==> src/rtl/hazard_ctrl.sv <==
// Hazard controller for a 5-stage pipeline: keeps a registered shadow of the
// ID/EX, EX/MEM and MEM/WB control fields, and drives stalls, flushes and EX forwarding.
module hazard_ctrl #(
  parameter int RA_W      = 5,
  parameter int FWD_EN    = 1,
  parameter int WB_BYPASS = 1,
  parameter int CNT_W     = 16
) (
  input  logic             inclk,
  input  logic             inrst_n,
  input  logic             id_valid,
  input  logic [RA_W-1:0]  id_rs,
  input  logic [RA_W-1:0]  id_rt,
  input  logic             id_uses_rs,
  input  logic             id_uses_rt,
  input  logic [RA_W-1:0]  id_dst,
  input  logic             id_regwrite,
  input  logic             id_memread,
  input  logic             br_taken_mem,
  output logic             stall_pc,
  output logic             stall_ifid,
  output logic             bubble_idex,
  output logic             flush_ifid,
  output logic             flush_idex,
  output logic             flush_exmem,
  output logic [1:0]       fwd_a,
  output logic [1:0]       fwd_b,
  output logic [CNT_W-1:0] stall_cnt,
  output logic [CNT_W-1:0] flush_cnt
);

  typedef enum logic [1:0] {
    S_RUN   = 2'd0,
    S_STALL = 2'd1,
    S_FLUSH = 2'd2
  } state_e;

  typedef struct packed {
    logic            vld;
    logic            rw;
    logic            mr;
    logic [RA_W-1:0] dst;
    logic [RA_W-1:0] rs;
    logic [RA_W-1:0] rt;
  } ex_shadow_t;

  // MEM and WB are only ever inspected as producers, so they keep just their write identity.
  typedef struct packed {
    logic            vld;
    logic            rw;
    logic [RA_W-1:0] dst;
  } wr_shadow_t;

  state_e           state_q, state_d;
  ex_shadow_t       shd_p0_q, shd_p0_d;
  wr_shadow_t       shd_p1_q, shd_p1_d;
  wr_shadow_t       shd_p2_q, shd_p2_d;
  logic [CNT_W-1:0] stall_cnt_q, stall_cnt_d;
  logic [CNT_W-1:0] flush_cnt_q, flush_cnt_d;

  logic rs_ex, rt_ex, rs_mem, rt_mem, rs_wb, rt_wb;
  logic load_use, raw_any, hz, stall;

  function automatic logic produces(input wr_shadow_t s, input logic [RA_W-1:0] src);
    return s.vld & s.rw & (s.dst != '0) & (src == s.dst);
  endfunction

  function automatic logic [CNT_W-1:0] sat_inc(input logic [CNT_W-1:0] cnt, input logic en);
    if (en && (cnt != '1)) return cnt + CNT_W'(1);
    return cnt;
  endfunction

  function automatic logic [1:0] fwd_pick(input logic [RA_W-1:0] src,
                                          input wr_shadow_t mem, input wr_shadow_t wb);
    if (produces(mem, src)) return 2'b10;
    if (produces(wb, src))  return 2'b01;
    return 2'b00;
  endfunction

  // Hazard detection against the EX/MEM/WB shadows
  always_comb begin
    rs_ex    = id_uses_rs & produces('{shd_p0_q.vld, shd_p0_q.rw, shd_p0_q.dst}, id_rs);
    rt_ex    = id_uses_rt & produces('{shd_p0_q.vld, shd_p0_q.rw, shd_p0_q.dst}, id_rt);
    rs_mem   = id_uses_rs & produces(shd_p1_q, id_rs);
    rt_mem   = id_uses_rt & produces(shd_p1_q, id_rt);
    rs_wb    = id_uses_rs & produces(shd_p2_q, id_rs);
    rt_wb    = id_uses_rt & produces(shd_p2_q, id_rt);
    load_use = shd_p0_q.vld & shd_p0_q.mr & (shd_p0_q.dst != '0) &
               ((id_uses_rs & (id_rs == shd_p0_q.dst)) |
                (id_uses_rt & (id_rt == shd_p0_q.dst)));
    raw_any  = rs_ex | rt_ex | rs_mem | rt_mem | ((WB_BYPASS == 0) & (rs_wb | rt_wb));
    hz       = id_valid & ((FWD_EN != 0) ? load_use : raw_any);
    stall    = hz & ~br_taken_mem;
  end

  // Shadow advance: a taken branch clears EX and MEM, a stall bubbles EX only
  always_comb begin
    shd_p0_d = '{vld: id_valid, rw: id_regwrite, mr: id_memread,
                 dst: id_dst, rs: id_rs, rt: id_rt};
    shd_p1_d = '{vld: shd_p0_q.vld, rw: shd_p0_q.rw, dst: shd_p0_q.dst};
    shd_p2_d = shd_p1_q;
    if (br_taken_mem) begin
      shd_p0_d = '0;
      shd_p1_d = '0;
    end else if (stall) begin
      shd_p0_d = '0;
    end
  end

  always_comb begin
    fwd_a = 2'b00;
    fwd_b = 2'b00;
    if ((FWD_EN != 0) && shd_p0_q.vld) begin
      fwd_a = fwd_pick(shd_p0_q.rs, shd_p1_q, shd_p2_q);
      fwd_b = fwd_pick(shd_p0_q.rt, shd_p1_q, shd_p2_q);
    end
  end

  // Observability FSM; a taken branch always wins over a stall
  always_comb begin
    state_d = state_q;
    unique case (state_q)
      S_RUN: begin
        if (br_taken_mem) state_d = S_FLUSH;
        else if (stall)   state_d = S_STALL;
      end
      S_STALL: begin
        if (br_taken_mem) state_d = S_FLUSH;
        else if (stall)   state_d = S_STALL;
        else              state_d = S_RUN;
      end
      S_FLUSH: begin
        if (br_taken_mem) state_d = S_FLUSH;
        else if (stall)   state_d = S_STALL;
        else              state_d = S_RUN;
      end
      default: state_d = S_RUN;
    endcase
  end

  always_comb begin
    stall_cnt_d = sat_inc(stall_cnt_q, stall);
    flush_cnt_d = sat_inc(flush_cnt_q, br_taken_mem);
  end

  always_ff @(posedge inclk or negedge inrst_n) begin
    if (!inrst_n) begin
      state_q     <= S_RUN;
      shd_p0_q    <= '0;
      shd_p1_q    <= '0;
      shd_p2_q    <= '0;
      stall_cnt_q <= '0;
      flush_cnt_q <= '0;
    end else begin
      state_q     <= state_d;
      shd_p0_q    <= shd_p0_d;
      shd_p1_q    <= shd_p1_d;
      shd_p2_q    <= shd_p2_d;
      stall_cnt_q <= stall_cnt_d;
      flush_cnt_q <= flush_cnt_d;
    end
  end

  assign stall_pc    = stall;
  assign stall_ifid  = stall;
  assign bubble_idex = stall;
  assign flush_ifid  = br_taken_mem;
  assign flush_idex  = br_taken_mem;
  assign flush_exmem = br_taken_mem;
  assign stall_cnt   = stall_cnt_q;
  assign flush_cnt   = flush_cnt_q;

endmodule
==> config.mk <==
export PLATFORM = sky130hd
export DESIGN_NAME = hazard_ctrl
export DESIGN_NICKNAME = d
export VERILOG_FILES = /design/src/rtl/hazard_ctrl.sv
export SDC_FILE = /design/constraint.sdc
export NUM_CORES = 1
export LEC_CHECK = 0
export CAP_MARGIN = 20
export CELL_PAD_IN_SITES_DETAIL_PLACEMENT = 1
export CELL_PAD_IN_SITES_GLOBAL_PLACEMENT = 1
export CORE_MARGIN = 5
export CORE_UTILIZATION = 40
export CTS_CLUSTER_DIAMETER = 30
export CTS_CLUSTER_SIZE = 16
export DETAILED_ROUTE_END_ITERATION = 8
export GPL_TIMING_DRIVEN = 0
export PLACE_DENSITY_LB_ADDON = 0.1
export SLEW_MARGIN = 20
export SYNTH_ARGS = -nofsm -noshare
export SYNTH_HDL_FRONTEND = slang
export SYNTH_SLANG_ARGS = --single-unit
==> constraint.sdc <==
create_clock -name inclk -period 2.3 [get_ports inclk]
set_input_delay 0.23 -clock inclk [delete_from_list [all_inputs] [get_ports inclk]]
set_output_delay 0.23 -clock inclk [all_outputs]
set_load 0.01 [all_outputs]
## Word-level counts from Yosys, hierarchy flattened

Index checks and enable logic that the tools add are counted.

- Register bits: 64
- Input port bits: 23
- Output and inout port bits: 42
- Logic and storage cells: 73

- $add $sub $neg: 2
- Equal/unequal tests: 8
- Muxes and demuxes: 27
- Bitwise gates (word level): 17
- Reduce and logical (&&, ||, !) cells: 5

Operator list:

| cell | number |
|---|---|
| $mux W18 | 2 |
| $add A16 B1 Y16 const B | 2 |
| $mux W16 | 2 |
| $ne A16 B16 Y1 const B | 2 |
| $eq A5 B5 Y1 | 6 |
| $mux W2 | 10 |
| $and A1 B1 Y1 | 15 |
| $reduce_bool A5 Y1 | 3 |
| $mux W1 | 12 |
| $mux W7 | 1 |
| $logic_and A1 B1 Y1 | 2 |
| $not A1 Y1 | 1 |
| $or A1 B1 Y1 | 1 |

## Logic depth before layout (Yosys ltp)

Gate-level depths: netlist (run 1).

- Depth after elaboration: 10
- Depth in mapped cells: 7

## Worst setup path after synthesis (run 1)

No wires, ideal clock.

- Kind: reg2out
- Start: register shd_p1_q[1] in the netlist's numbering
- End: output fwd_a[0]
- Arrival: 1.646 ns
- Required time: 2.070 ns
- Setup slack: 0.424 ns
- Cell stages (with the launch flop): 5
- Buffers on the path: 0
- Path through: dfrtp_1 -> or4_1 -> o211ai_1 -> nor4_1 -> nor4_1

- Longest elaborated chain between the ends: 7

RTL lines:

| item | RTL line | source |
|---|---|---|
| start, declared | 56 | `wr_shadow_t shd_p1_q, shd_p1_d;` |
| start signal, assigned | 157 | `shd_p1_q <= shd_p1_d;` |
| $reduce_bool A5 Y1 | 65 | `return s.vld & s.rw & (s.dst != '0) & (src == s.dst);` |
| $and A1 B1 Y1 | 65 |  |
| $and A1 B1 Y1 * | 65 |  |
| $mux W1 * | 75 | `if (produces(mem, src)) return 2'b10;` |
| $mux W1 * | 113 | `if ((FWD_EN != 0) && shd_p0_q.vld) begin` |
| $mux W2 * | 76 | `if (produces(wb, src)) return 2'b01;` |
| $mux W2 * | 113 |  |
| end, declared | 26 | `output logic [1:0] fwd_a,` |

Mark *: on every way between the ends. The rest lies on a longest branch, timed or not. The select of a mux whose other input is x is not followed.

## Worst setup path after layout (run 1)

- Start: register shd_p1_q[3] in the netlist's numbering
- End: output fwd_b[1]

- Longest elaborated chain between the ends: 7

RTL lines:

| item | RTL line | source |
|---|---|---|
| $reduce_bool A5 Y1 | 65 |  |
| $and A1 B1 Y1 | 65 |  |
| $and A1 B1 Y1 * | 65 |  |
| $mux W1 * | 75 |  |
| $mux W1 * | 113 |  |
| $mux W2 * | 76 |  |
| $mux W2 * | 113 |  |
| end, declared | 27 | `output logic [1:0] fwd_b,` |

Marks and branches as above.

==> results.md, run 1 <==
* Outcome: complete, no violations
* CTS tree: done
* # port buffers at 64
* Die Span X at 96.3 µm
* Drt pass-1 iters at 4
* Antenna Cells at 0
* Final worst path period share at 0.987
* CTS max path bufs at 2
* Yosys cell types at 37
* Final ANT Viol Nets at 0
* Overall Power at approximately 2700 µW
* FF-to-FF setup slack at approximately 220 ps
* Initial Utilization at 0.411
* Post-Syn Instances at ~260
* Worst Setup Start Kind: flip-flop
* Lkg Pwr at between 0.0015 and 0.002 µW
* Routability Congestion at just under 0.8
* Post-Place Cells at 421
* Warnings from Yosys at 0
* Synth top area share at 0.538
* Hold/Removal Path Class: in2async
* Max-slew violation count at 0
* Rel. slew slack at 0.600
* DIE AREA at approximately 9300 µm²
* R2r startpoint: shd_p0_q[12]$_DFF_PN0_
* GR Overflow Total at 0
* Hold slack final at around 380 ps
* Clk root buf: clkbuf_8
* Syn avg cell area at around 12 µm²
* Pre-CTS setup slack at -551 ps
* Reg area at around 1600 µm²
* Top FF cell, synth: dfrtp_1
* Vias in the first global route at about 2,500
* Cell Count, Final, Fillers Out at 456
* Worst Tran Pin Value at between 500 and 600 ps
* Crit Path Category: reg2out
* Fillers at roughly 790
* Endpoint class of the critical path: primary output
* Synth async-reset ratio at 1.00
* Via density per instance at between 4 and 5
* Yosys top cell by area: dfrtp_1
* Main area contributors after synthesis: dfrtp_1 (54%), xnor2_1 (13%), xor2_1 (3.8%)
* CTS clk-pin slew, worst paths at 70 ps
* CTS sink cnt at 64
* Most common library cells after synthesis: dfrtp_1 (64), xnor2_1 (45), nand3_1 (20)
* Most frequent cell after synthesis: dfrtp_1
* Core area at just over 7000 µm²
* Largest net degree at the start of global routing at 42
* Max_cap viols at 0
* Synthesized cell area at 2980 µm²
* Via count at approximately 2,300
* Fin worst setup slack at ~30 ps
* Clk_skew at about 9.7 ps
* Final wirelength at 7510 µm
* Register bit total from synthesis at 64
* Clk_lat worst skew at 320 ps
* Maximum vdd drop at about 0.38 mV
* Setup crit start: shd_p1_q[3]$_DFF_PN0_
* Multi-input combinational cell area at 1370 µm²
* Max FO, Critical Path at 2
* Post-synthesis sequential area ratio at 0.538
* Layout area overhead at 38.4%
* Crit path DAT at roughly 2000 ps
* Crit-path slowest cell: or4_1
* Layout Nets at between 300 and 400
* RSZ-0062 raised after global routing: yes
* Final setup viols at 0
* Row Count at 31
* Initial antenna violation count at 0
* Total track usage at 0.177
* Residual DRC count at 0
* Iteration-0 DRC Markers at 49
* Fin. Hold Viols at 0
* Max stage delay on crit path at around 520 ps
* Wirelength per Cell at 16.5 µm
* Power Density at between 600 and 700 nW/µm²
* Post-DP HPWL at roughly 5500 µm
* Share of layout cells above drive strength 1 at 0.199
* Max Fclk at around 440 MHz
* Total CTS buffers at 9
* CP Cell Sequence: or4_1, o211ai_1, buf_4, nor4_4, and2_1, buf_2
* Syn nets at between 200 and 300
* Family with the most delay on the worst path: simple AND/OR/NAND/NOR gates
* Post-synth EDFFs at 0
* Chip Height at a little under 100 µm
* IO Count at 65
* Required time worst endpoint at ~2100 ps
* Clock period minus final worst setup slack at ~2300 ps
* Worst Path Buf+Inv at 2
* Max H-tree Level at 3
* Global-route wire length before repair at roughly 12,000 µm
metrics by stage:
step	instance area [µm²]	util	setup TNS (ps)
2_1_floorplan	2980	-	0
3_3_place_gp	3740	0.516	-71110
3_5_place_dp	3760	0.518	-1760
4_1_cts	4070	0.561	0
5_1_grt	4120	0.568	-127
6_report	4120	0.568	0
placed cells by master, fill, tap and decap left out, types with 2 or more instances in the layout:
| cell type | synthesis | final |
|---|---|---|
| and4_1 | 2 | 2 |
| nand2_1 | 13 | 13 |
| xnor2_1 | 45 | 45 |
| buf_2 | 1 | 3 |
| nor4_1 | 5 | 2 |
| clkbuf_8 | 0 | 9 |
| clkdlybuf4s50_1 | 0 | 56 |
| clkbuf_2 | 0 | 2 |
| o211ai_1 | 2 | 2 |
| nor3_1 | 4 | 3 |
| xor2_1 | 13 | 13 |
| buf_6 | 1 | 2 |
| clkinv_2 | 0 | 3 |
| a41oi_1 | 2 | 2 |
| and2_1 | 14 | 13 |
| clkinvlp_4 | 0 | 2 |
| dfrtp_2 | 0 | 2 |
| clkbuf_1 | 2 | 3 |
| nor2b_1 | 7 | 7 |
| nand4_1 | 13 | 13 |
| nor2_1 | 6 | 6 |
| mux2_2 | 2 | 2 |
| and2_2 | 7 | 7 |
| and3_1 | 8 | 8 |
| buf_4 | 5 | 25 |
| nand2b_1 | 2 | 2 |
| nor4_2 | 0 | 2 |
| a21oi_1 | 2 | 2 |
| ha_1 | 2 | 2 |
| nand3_1 | 20 | 20 |
| dfrtp_1 | 64 | 62 |
| or4_1 | 3 | 3 |
power by group:
group          total, µW  switching [µW]  internal [µW]  leakage, µW
clock                914             419            495    0.0000920
combinational        467             198            269     0.000831
sequential          1310             104           1210     0.000851
total               2690             721           1970      0.00177
flip-flops by register name, summed over array words and instances (netlist names):
register	count
stall_cnt	16
flush_cnt	16
shd_p2_q	7
shd_p0_q	18
shd_p1_q	7
final timing paths:
check                                      endpoint  cells past startpoint
max in group asynchronous    shd_p0_q[10]$_DFF_PN0_                      3
hold / removal             flush_cnt[1]$_DFFE_PN0P_                      2
min in group inclk            shd_p2_q[6]$_DFF_PN0_                      0
setup reg to reg           stall_cnt[1]$_DFFE_PN0P_                      6
setup / recovery                           fwd_b[1]                      6
hold reg to reg               shd_p2_q[6]$_DFF_PN0_                      0
worst reg2reg max path, cell delays in order (launching register included):
cell and delay, ps:
dfrtp_1 410, or4_4 570, buf_4 170, o21ai_4 180
nor2_1 160, nand2_1 160, mux2_2 340
routing by layer:
metal | global-route usage | routed length, µm | up-vias
met3 | 0.0407 | 245 | 8
met1 | 0.217 | 3250 | 1126
met5 | 0 | 0 | -
li1 | - | - | 1077
met2 | 0.293 | 3900 | 47
met4 | 0.0806 | 119 | 0
kinds of logic (layout without fill, tap and decap cells):
group / after synthesis / in the layout / synth area share
adders and majority gates: 2 / 2 / 0.00840
muxes: 2 / 2 / 0.00756
and+or+nand+nor: 110 / 110 / 0.216
AOI/OAI and AO/OA: 12 / 12 / 0.0391
DFF: 64 / 64 / 0.538
xor gates and xnor gates: 58 / 58 / 0.171
buffers and inverters: 9 / 109 / 0.0206
cell type report:
cell class / instances / share of cell area
plain buffers: 9 / 0.0164
clock buffers: 10 / 0.0310
clock inverters: 6 / 0.0146
multi-input cells: 184 / 0.331
flip-flops and latches: 64 / 0.389
well taps: 99 / 0.0300
repair buffers: 84 / 0.188
what timing repair did:
action | in CTS | in global routing
pin swaps | 5 | 9
endpoints found under the setup margin | 7 | 5
hold endpoints to repair | 23 | 0
hold buffers | 1 | 0
resized for setup | 26 | 9
setup buffers | 15 | 3
Power figures use the tool's default switching activity.
==> run 2, diff against run 1 <==
--- a/config.mk
+++ b/config.mk
@@ -5,7 +5,7 @@
 export SDC_FILE = /design/constraint.sdc
 export NUM_CORES = 1
 export LEC_CHECK = 0
-export CAP_MARGIN = 20
+export CAP_MARGIN = 5
 export CELL_PAD_IN_SITES_DETAIL_PLACEMENT = 1
 export CELL_PAD_IN_SITES_GLOBAL_PLACEMENT = 1
 export CORE_MARGIN = 5
==> results of run 2 <==
The final DEF is identical to that of run 1; final timing and power are the same.
==> run 3, diff against run 2 <==
--- a/config.mk
+++ b/config.mk
@@ -9,7 +9,7 @@
 export CELL_PAD_IN_SITES_DETAIL_PLACEMENT = 1
 export CELL_PAD_IN_SITES_GLOBAL_PLACEMENT = 1
 export CORE_MARGIN = 5
-export CORE_UTILIZATION = 40
+export CORE_UTILIZATION = 43
 export CTS_CLUSTER_DIAMETER = 30
 export CTS_CLUSTER_SIZE = 16
 export DETAILED_ROUTE_END_ITERATION = 8
==> constraint.sdc (replaced) <==
create_clock -name inclk -period 2.7 [get_ports inclk]
set_input_delay 0.27 -clock inclk [delete_from_list [all_inputs] [get_ports inclk]]
set_output_delay 0.27 -clock inclk [all_outputs]
set_load 0.01 [all_outputs]
==> results.md, run 3 (same netlist as run 1, synthesis figures left out) <==
* Maximum vdd drop at around 0.45 mV
* Wirelength per Cell at about 17 µm
* Setup TNS at 0 ps
* Routability Congestion at around 0.8
* Post-Layout Inst Area at between 3000 and 4000 µm²
* Clk_lat worst skew at roughly 330 ps
* Global-route wire length before repair at about 12,000 µm
* Post-Place Cells at 402
* Rel. slew slack at 0.630
* Final wirelength at roughly 7000 µm
* Endpoint class of the critical path: primary output
* Reg area at approximately 1600 µm²
* Max_cap viols at 0
* Max stage delay on crit path at roughly 570 ps
* Overall Power at ~2300 µW
* Total CTS buffers at 9
* Post-DP HPWL at about 5300 µm
* Layout area overhead at 34.2%
* R2R cell count at 6
* Final ANT Viol Nets at 0
* Cell Count, Final, Fillers Out at between 400 and 500
* IO Count at 65
* Antenna Cells at 0
* CTS tree: done
* Row Count at 30
* Clk_skew at 6.96 ps
* Hold slack final at 382 ps
* CTS sink cnt at 64
* Via density per instance at 5.20
* Worst hold endpoint: shd_p2_q[6]$_DFF_PN0_
* CP Cell Sequence: or4_4, o21a_4, and2_4, buf_4, clkdlybuf4s50_1
* Reg-to-Reg End: stall_cnt[1]$_DFFE_PN0P_
* Placed instance area at 3740 µm²
* CTS clk-pin slew, worst paths at 70 ps
* Hold path startpoint: shd_p1_q[6]$_DFF_PN0_
* Final setup viols at 0
* Iteration-0 DRC Markers at 49
* DIE AREA at a little under 9000 µm²
* RSZ-0062 raised after global routing: no
* Final worst path period share at 0.970
* Power Density at approximately 580 nW/µm²
* Largest net degree at the start of global routing at 36
* Hold/Removal Path Class: reg2reg
* Commonest non-fill, non-tap cell in the layout: clkdlybuf4s50_1
* Worst Tran Pin Value at between 500 and 600 ps
* # port buffers at 64
* Max reg flops at 18
* Residual DRC count at 0
* Initial Utilization at 0.441
* Initial antenna violation count at 0
* Lkg Pwr at roughly 0.0017 µW
* Max-slew violation count at 0
* Outcome: complete, no violations
* Clk root buf: clkbuf_8
* R2r startpoint: shd_p0_q[14]$_DFF_PN0_
* Crit path DAT at ~2400 ps
* Core area at 6760 µm²
* Chip Height at just over 90 µm
* Required time worst endpoint at 2430 ps
* Total track usage at 0.174
* Die Span X at a little over 90 µm
* Fillers at ~740
* GR Overflow Total at 0
* Clock period minus final worst setup slack at 2620 ps
* Layout Nets at ~360
* Worst Setup Start Kind: flip-flop
* Max H-tree Level at 3
* Fin. Hold Viols at 0
* Drt pass-1 iters at 4
* Most frequent cells in the layout: clkdlybuf4s50_1 (59), dfrtp_1 (58), xnor2_1 (45), nand3_1 (20)
* CTS max path bufs at 2
* Multi-input combinational cell area at between 1000 and 1500 µm²
* FF-to-FF setup slack at 570 ps
* Max FO, Critical Path at 5
* Share of layout cells above drive strength 1 at 0.140
* Crit Path Category: reg2out
* Biggest register: shd_p0_q
* Crit-path slowest cell: or4_4
* Hold Path Stages at 0
* Vias in the first global route at around 2,400
* Max Fclk at around 380 MHz
* Via count at around 2,200
[run 3: stage by stage]
stage / setup WS (ps) / util
finish: 82.3 / 0.591
global route: 12.4 / 0.591
CTS: 0.427 / 0.589
detailed placement: -253 / 0.553
global placement: -727 / 0.550
floorplan: 784 / -
[run 3: cell type report]
type | count | area share
multi-input cells | 184 | 0.332
plain buffers | 9 | 0.0169
flip-flops and latches | 64 | 0.403
clock buffers | 13 | 0.0398
clock inverters | 3 | 0.0100
well taps | 80 | 0.0251
repair buffers | 69 | 0.174
[run 3: worst max-delay path by stage]
stage	to	slack, ps	startpoint
2_1_floorplan	fwd_a[0]	780	shd_p1_q[1]$_DFF_PN0_
3_3_place_gp	flush_cnt[10]$_DFFE_PN0P_	-730	inrst_n
3_5_place_dp	stall_ifid	-250	id_rs[1]
4_1_cts	stall_ifid	0.4	shd_p0_q[12]$_DFF_PN0_
5_1_grt	stall_pc	10	shd_p0_q[14]$_DFF_PN0_
6_report	stall_ifid	80	shd_p0_q[14]$_DFF_PN0_
[run 3: worst max-delay path, delay by kind of cell, from the launching register on]
| family | cells | cell delay (ps) |
|---|---|---|
| flops | 1 | 440 |
| buf+inv | 2 | 590 |
| simple gates | 2 | 740 |
| compound gates | 1 | 250 |
[run 3: metal layers]
metal / global-route usage / part of all wire / vias up / wire length (µm)
met5: 0 / 0 / - / 0
met4: 0.0733 / 0.016 / 0 / 110
met3: 0.0394 / 0.037 / 9 / 260
met2: 0.283 / 0.50 / 43 / 3530
met1: 0.222 / 0.45 / 1098 / 3170
li1: - / - / 1046 / -
[run 3: power breakdown]
part | internal (µW) | leakage, µW | switching, µW
Combinational | 218 | 0.000772 | 153
Sequential | 1030 | 0.000846 | 95.7
Clock | 475 | 0.000103 | 349
Total | 1720 | 0.00172 | 597
[run 3: repair_timing]
action,CTS,global route
endpoints found under the setup margin,5,4
hold endpoints to repair,34,0
pin swaps,4,3
setup buffers,3,0
resized for setup,5,10
hold buffers,1,0
